### src/rtl/regfile_pkg.sv
// regfile_pkg: shared constants, clear FSM states and address helper for regfile_sb
package regfile_pkg;
  localparam int XLEN_DEF = 32;
  localparam int NREGS_DEF = 32;
  typedef enum logic {CLR_IDLE, CLR_RUN} clr_state_t;
  function automatic logic addr_is_zero(input logic [31:0] a);
    return a == 32'd0;
  endfunction
endpackage

### src/rtl/regfile_scoreboard.sv
// regfile_scoreboard: per-register busy bits; issue beats write-back, clear sweep overrides both
module regfile_scoreboard #(
  parameter int NREGS = 32,
  parameter int AW = $clog2(NREGS)
) (
  input  logic             clock,
  input  logic             reset,
  input  logic             set_en,
  input  logic [AW-1:0]    set_addr,
  input  logic             clr_en,
  input  logic [AW-1:0]    clr_addr,
  input  logic             wipe_en,
  input  logic [AW-1:0]    wipe_addr,
  output logic [NREGS-1:0] busy
);
  always_ff @(posedge clock) begin
    if (reset) busy <= '0;
    else if (wipe_en) busy[wipe_addr] <= 1'b0;
    else begin
      if (clr_en) busy[clr_addr] <= 1'b0;
      if (set_en) busy[set_addr] <= 1'b1;
    end
  end
endmodule

### src/rtl/regfile_sb.sv
// regfile_sb: register file with busy scoreboard and sequential clear; r0 reads as zero
// Define REGFILE_BYPASS_EN to forward the current write-back to matching read ports.
module regfile_sb
  import regfile_pkg::*;
#(
  parameter int XLEN = XLEN_DEF,
  parameter int NREGS = NREGS_DEF,
  parameter int NRD = 2,
  localparam int AW = $clog2(NREGS)
) (
  input  logic              clock,
  input  logic              reset,
  input  logic [NRD*AW-1:0] rd_addr,
  output logic [NRD*XLEN-1:0] rd_val,
  output logic [NRD-1:0]    rd_busy,
  input  logic              wr_en,
  input  logic [AW-1:0]     wr_addr,
  input  logic [XLEN-1:0]   wr_val,
  input  logic              iss_en,
  input  logic [AW-1:0]     iss_addr,
  input  logic              clr_req,
  output logic              clr_busy
);
  logic [XLEN-1:0] regs [NREGS];
  logic [NREGS-1:0] busy;
  clr_state_t state, state_n;
  logic [AW-1:0] idx, idx_n;
  logic run, last, we, se;
  assign run = state == CLR_RUN;
  assign last = idx == AW'(NREGS - 1);
  assign we = wr_en && !run && !addr_is_zero(32'(wr_addr));
  assign se = iss_en && !run && !addr_is_zero(32'(iss_addr));
  assign clr_busy = run;
  always_ff @(posedge clock) begin
    if (reset) begin
      state <= CLR_IDLE;
      idx <= AW'(1);
    end else begin
      state <= state_n;
      idx <= idx_n;
    end
  end
  always_comb begin
    state_n = run ? (last ? CLR_IDLE : CLR_RUN) : (clr_req ? CLR_RUN : CLR_IDLE);
    idx_n = (run && !last) ? idx + AW'(1) : AW'(1);
  end
  always_ff @(posedge clock) begin
    if (reset) for (int i = 0; i < NREGS; i++) regs[i] <= '0;
    else if (run) regs[idx] <= '0;
    else if (we) regs[wr_addr] <= wr_val;
  end
  regfile_scoreboard #(.NREGS(NREGS), .AW(AW)) u_sb (
    .clock     (clock),
    .reset     (reset),
    .set_en    (se),
    .set_addr  (iss_addr),
    .clr_en    (we),
    .clr_addr  (wr_addr),
    .wipe_en   (run),
    .wipe_addr (idx),
    .busy      (busy)
  );
  for (genvar k = 0; k < NRD; k++) begin : g_rd
    logic [AW-1:0] a;
    logic byp, z;
    assign a = rd_addr[k*AW +: AW];
    assign z = addr_is_zero(32'(a));
`ifdef REGFILE_BYPASS_EN
    assign byp = we && a == wr_addr;
`else
    assign byp = 1'b0;
`endif
    assign rd_val[k*XLEN +: XLEN] = z ? '0 : byp ? wr_val : regs[a];
    assign rd_busy[k] = !z && !byp && busy[a];
  end
endmodule

### config.mk
export PLATFORM = sky130hd
export DESIGN_NAME = regfile_sb
export DESIGN_NICKNAME = d
export VERILOG_FILES = /design/src/rtl/regfile_pkg.sv /design/src/rtl/regfile_scoreboard.sv /design/src/rtl/regfile_sb.sv
export SDC_FILE = /design/constraint.sdc
export NUM_CORES = 2
export LEC_CHECK = 0
export CORE_AREA = 2 2 329 331
export DETAILED_ROUTE_END_ITERATION = 16
export DIE_AREA = 0 0 331 333
export PLACE_DENSITY = 0.81
export SETUP_SLACK_MARGIN = 0.05
export SYNTH_ARGS = -nofsm -noshare
export SYNTH_HDL_FRONTEND = slang
export SYNTH_HIERARCHICAL = 1
export SYNTH_SLANG_ARGS = --single-unit
### constraint.sdc
create_clock -name clock -period 7.5 [get_ports clock]
set_clock_uncertainty 0.15 [all_clocks]
set_input_delay 1.5 -clock clock [delete_from_list [all_inputs] [get_ports clock]]
set_output_delay 1.5 -clock clock [all_outputs]
set_load 0.02 [all_outputs]
==> metrics.yaml <==
run_status: "completed"
synthesis.instances: 4119
power.combinational.fraction_pct: 14.3
floorplan.die_area_mm2: 0.110
layout-area-overhead-vs-synth_pct: 9.26
setup_viol_count_final: 0
use_met1_pct: 46.7
dr_total_vias: 45600
final-instance-count-excl-fill: 5422
critPathLaunchType: "input pin"
post_cts_sizing: 0
biggest_area_consumer_among_synthesized_cells: "edfxtp_1"
finalCritPeriodShare_pct: 92.4
synth-async-reset-ratio_pct: 0
yosys-top-cells-area: "edfxtp_1 (53%), mux4_2 (18%), nor4_1 (8.1%), mux2i_1 (3.4%), buf_2 (2.3%)"
critical_path_peak_fanout: 79
timing_worst_slew_pin_value_ps: 1440
hold_viol: 0
dp.final_hpwl_mm: 116
min_path_type: "reg -> reg"
detailedRoute.firstIterationViolations: 8930
cts_tree: "built"
finalWirelength_mm: 208
syn_area_mm2: 0.0583
floorplan.die.height_um: 333
peakVddDrop_mv: 0.173
most_common_cell_after_layout_fill_and_taps_aside: "edfxtp_1"
cts_setup_buffers: 0
power.leakage_nw: 19.7
most_congested_layer_reported_by_global_routing: "met2"
switchingPower_w: 0.00383
cpPeakStageDelay_ps: 1040
grt_first_pass_wirelength_mm: 298
cellInternalPower_w: 0.0103
postCtsHoldBufs: 0
grtUsageMet2_pct: 52.4
die-width_um: 331
clock_sink_count: 1062
worst_ep_arrival_time_ps: 5280
ff2ff_setup_slack_ps: 3420
ys_ff_latch: 1062
grt_max_degree: 218
wire_per_inst_um: 38.4
setup.worst_path.end_class: "output pin"
relSlewSlack_pct: 3.93
clk_pin_slew_ps: 60
setup_repair_after_global_routing_missed_its_margin: "false"
fillCellCount: 7647
synth_sequential_area_ratio_pct: 54.1
count_of_pins_on_the_block_boundary: 124
slew_viol_final: 0
drt.antenna.violating_nets: 0
placement_rows: 120
worst-endpoint-required_ps: 5850
final_util_pct: 59.7
power.density_mw_per_mm2: 222
clk_root_buffer_cell: "clkbuf_16"
design.core.area_mm2: 0.107
clockBufferDepth: 3
cts_max_level: 3
max_freq_ghz: 0.144
totalPowerFinal_w: 0.0141
globalplace.congestion: 0.935
drt_first_pass_iters: 9
crit_slowest_cell: "clkdlybuf4s50_1"
reg2regPathDepth: 7
power.share.switching_pct: 27.1
totalNegativeSetupSlack_ps: 0
yosysWarningCount: 6
timing.final.crit_period_ps: 6930
most-common-layout-cells: "edfxtp_1 (1,024), nor4_1 (753), mux4_2 (462)"
p_seq_share_pct: 48.4
grt_antenna_before_repair: 13
drc: 0
critical_path.cell_chain: "buf_8, or4_2, o21ai_0, a311oi_1, clkdlybuf4s50_1"
use_met3_pct: 15.5
port-buffer-count: 123
cap_viol_max_count: 0
grt_overflow_total: 0
crit_type: "in -> out"
yosys_most_used_dff: "edfxtp_1"
fin_nets: 3987
clkLatencyLatePin_ps: 690
synthDistinctLibCells: 70
drive_above_1_share_pct: 22.2
routed_via_density: 8.41
synth_top_area_share_pct: 52.8
tritoncts_buffer_count: 106
dp_cells: 5223
first_global_vias: 44200
globalRouteTotalUtil_pct: 37.2
number_of_enable_type_register_cells_in_the_synthesized_netlist: 1024
worst_hold_path.num_cells: 2
start_util_pct: 54.7
post_synth.cell_area_avg_um2: 14.1
clockPowerShare_pct: 37.4
-- final cells by class --
type                            count  area (um^2)  area share, %
Inverter                           40          155          0.244
Clock inverter                     63          520          0.817
Multi-Input combinational cell   2440        24200           38.1
Tap cell                         1403         1760           2.76
Sequential cell                  1062        31500           49.5
Antenna cell                        4         10.0         0.0157
Timing Repair Buffer              278         2660           4.17
Clock buffer                      132         2810           4.42
-- per-layer routing --
layer | routed length, um | share of wire, %
met1 | 61900 | 30
met2 | 87900 | 42
met3 | 40100 | 19
met4 | 18200 | 8.7
met5 | 131 | 0.063
-- metrics by stage --
step / setup slack, ps / instance area [um^2] / hold slack [ps]
2_1_floorplan: 834 / 58400 / 310
3_3_place_gp: 899 / 60300 / 330
3_5_place_dp: 966 / 60300 / 335
4_1_cts: 937 / 63700 / 342
5_1_grt: 697 / 63700 / 369
6_report: 571 / 63700 / 343
-- critical path, delay by kind of cell --
kind	cells	cell delay [ps]
compound gates	2	1110
buf+inv	2	1550
simple gates	1	960
-- sequential cells by signal (all words and copies together) (netlist names) --
name       flops
u_sb/busy     32
clr_busy       1
regs        1024
idx            5
-- cell usage after synthesis (7+ instances only) --
cell,n
a31oi_1,34
nor4_1,753
o31ai_1,8
mux2_2,33
o2111ai_1,50
a211oi_1,33
clkbuf_1,278
buf_1,10
buf_2,262
inv_1,38
buf_6,28
nor2_1,16
o22ai_2,7
a221oi_1,16
a221o_1,33
mux4_2,462
o22ai_1,22
nor4_2,15
a311oi_1,37
edfxtp_1,1024
o21ai_0,50
a22oi_1,66
buf_4,30
dfxtp_1,38
nor2b_1,44
o41ai_1,19
mux2i_1,199
nand3_1,7
nor3_1,224
nand2_1,176
o32ai_1,28
-- path summary, 6_finish.rpt --
kind / from / end
worst min-delay path: u_sb/busy[20]$_SDFF_PP0_ / u_sb/busy[20]$_SDFF_PP0_
worst min register to register: u_sb/busy[20]$_SDFF_PP0_ / u_sb/busy[20]$_SDFF_PP0_
worst max-delay path: rd_addr[2] / rd_val[12]
worst max register to register: clr_busy$_SDFF_PP0_ / regs[18][15]$_SDFFCE_PN0P_
-- power groups by stage --
stage	logic, W	clock network [W]	registers [W]
after detailed placement	0.00189	0	0.00694
after global routing	0.00201	0.00544	0.00685
after global placement	0.00187	0	0.00692
after floorplan	0.00118	0	0.00691
after CTS	0.00191	0.00523	0.00682
final	0.00202	0.00528	0.00684
-- logic make-up (layout without fill, tap and decap cells) --
| group | after synthesis | count (layout) | share of synthesized area, % |
|---|---|---|---|
| other cells | 1 | 36 | 0.00644 |
| mux | 694 | 694 | 21.9 |
| flops | 1062 | 1062 | 54.1 |
| fa+ha+maj | 2 | 2 | 0.0429 |
| simple gates | 1285 | 1285 | 12.8 |
| compound gates | 425 | 425 | 5.83 |
| buf+inv | 648 | 513 | 5.29 |
| xor+xnor | 2 | 2 | 0.0301 |
Power figures use the tool's default switching activity.
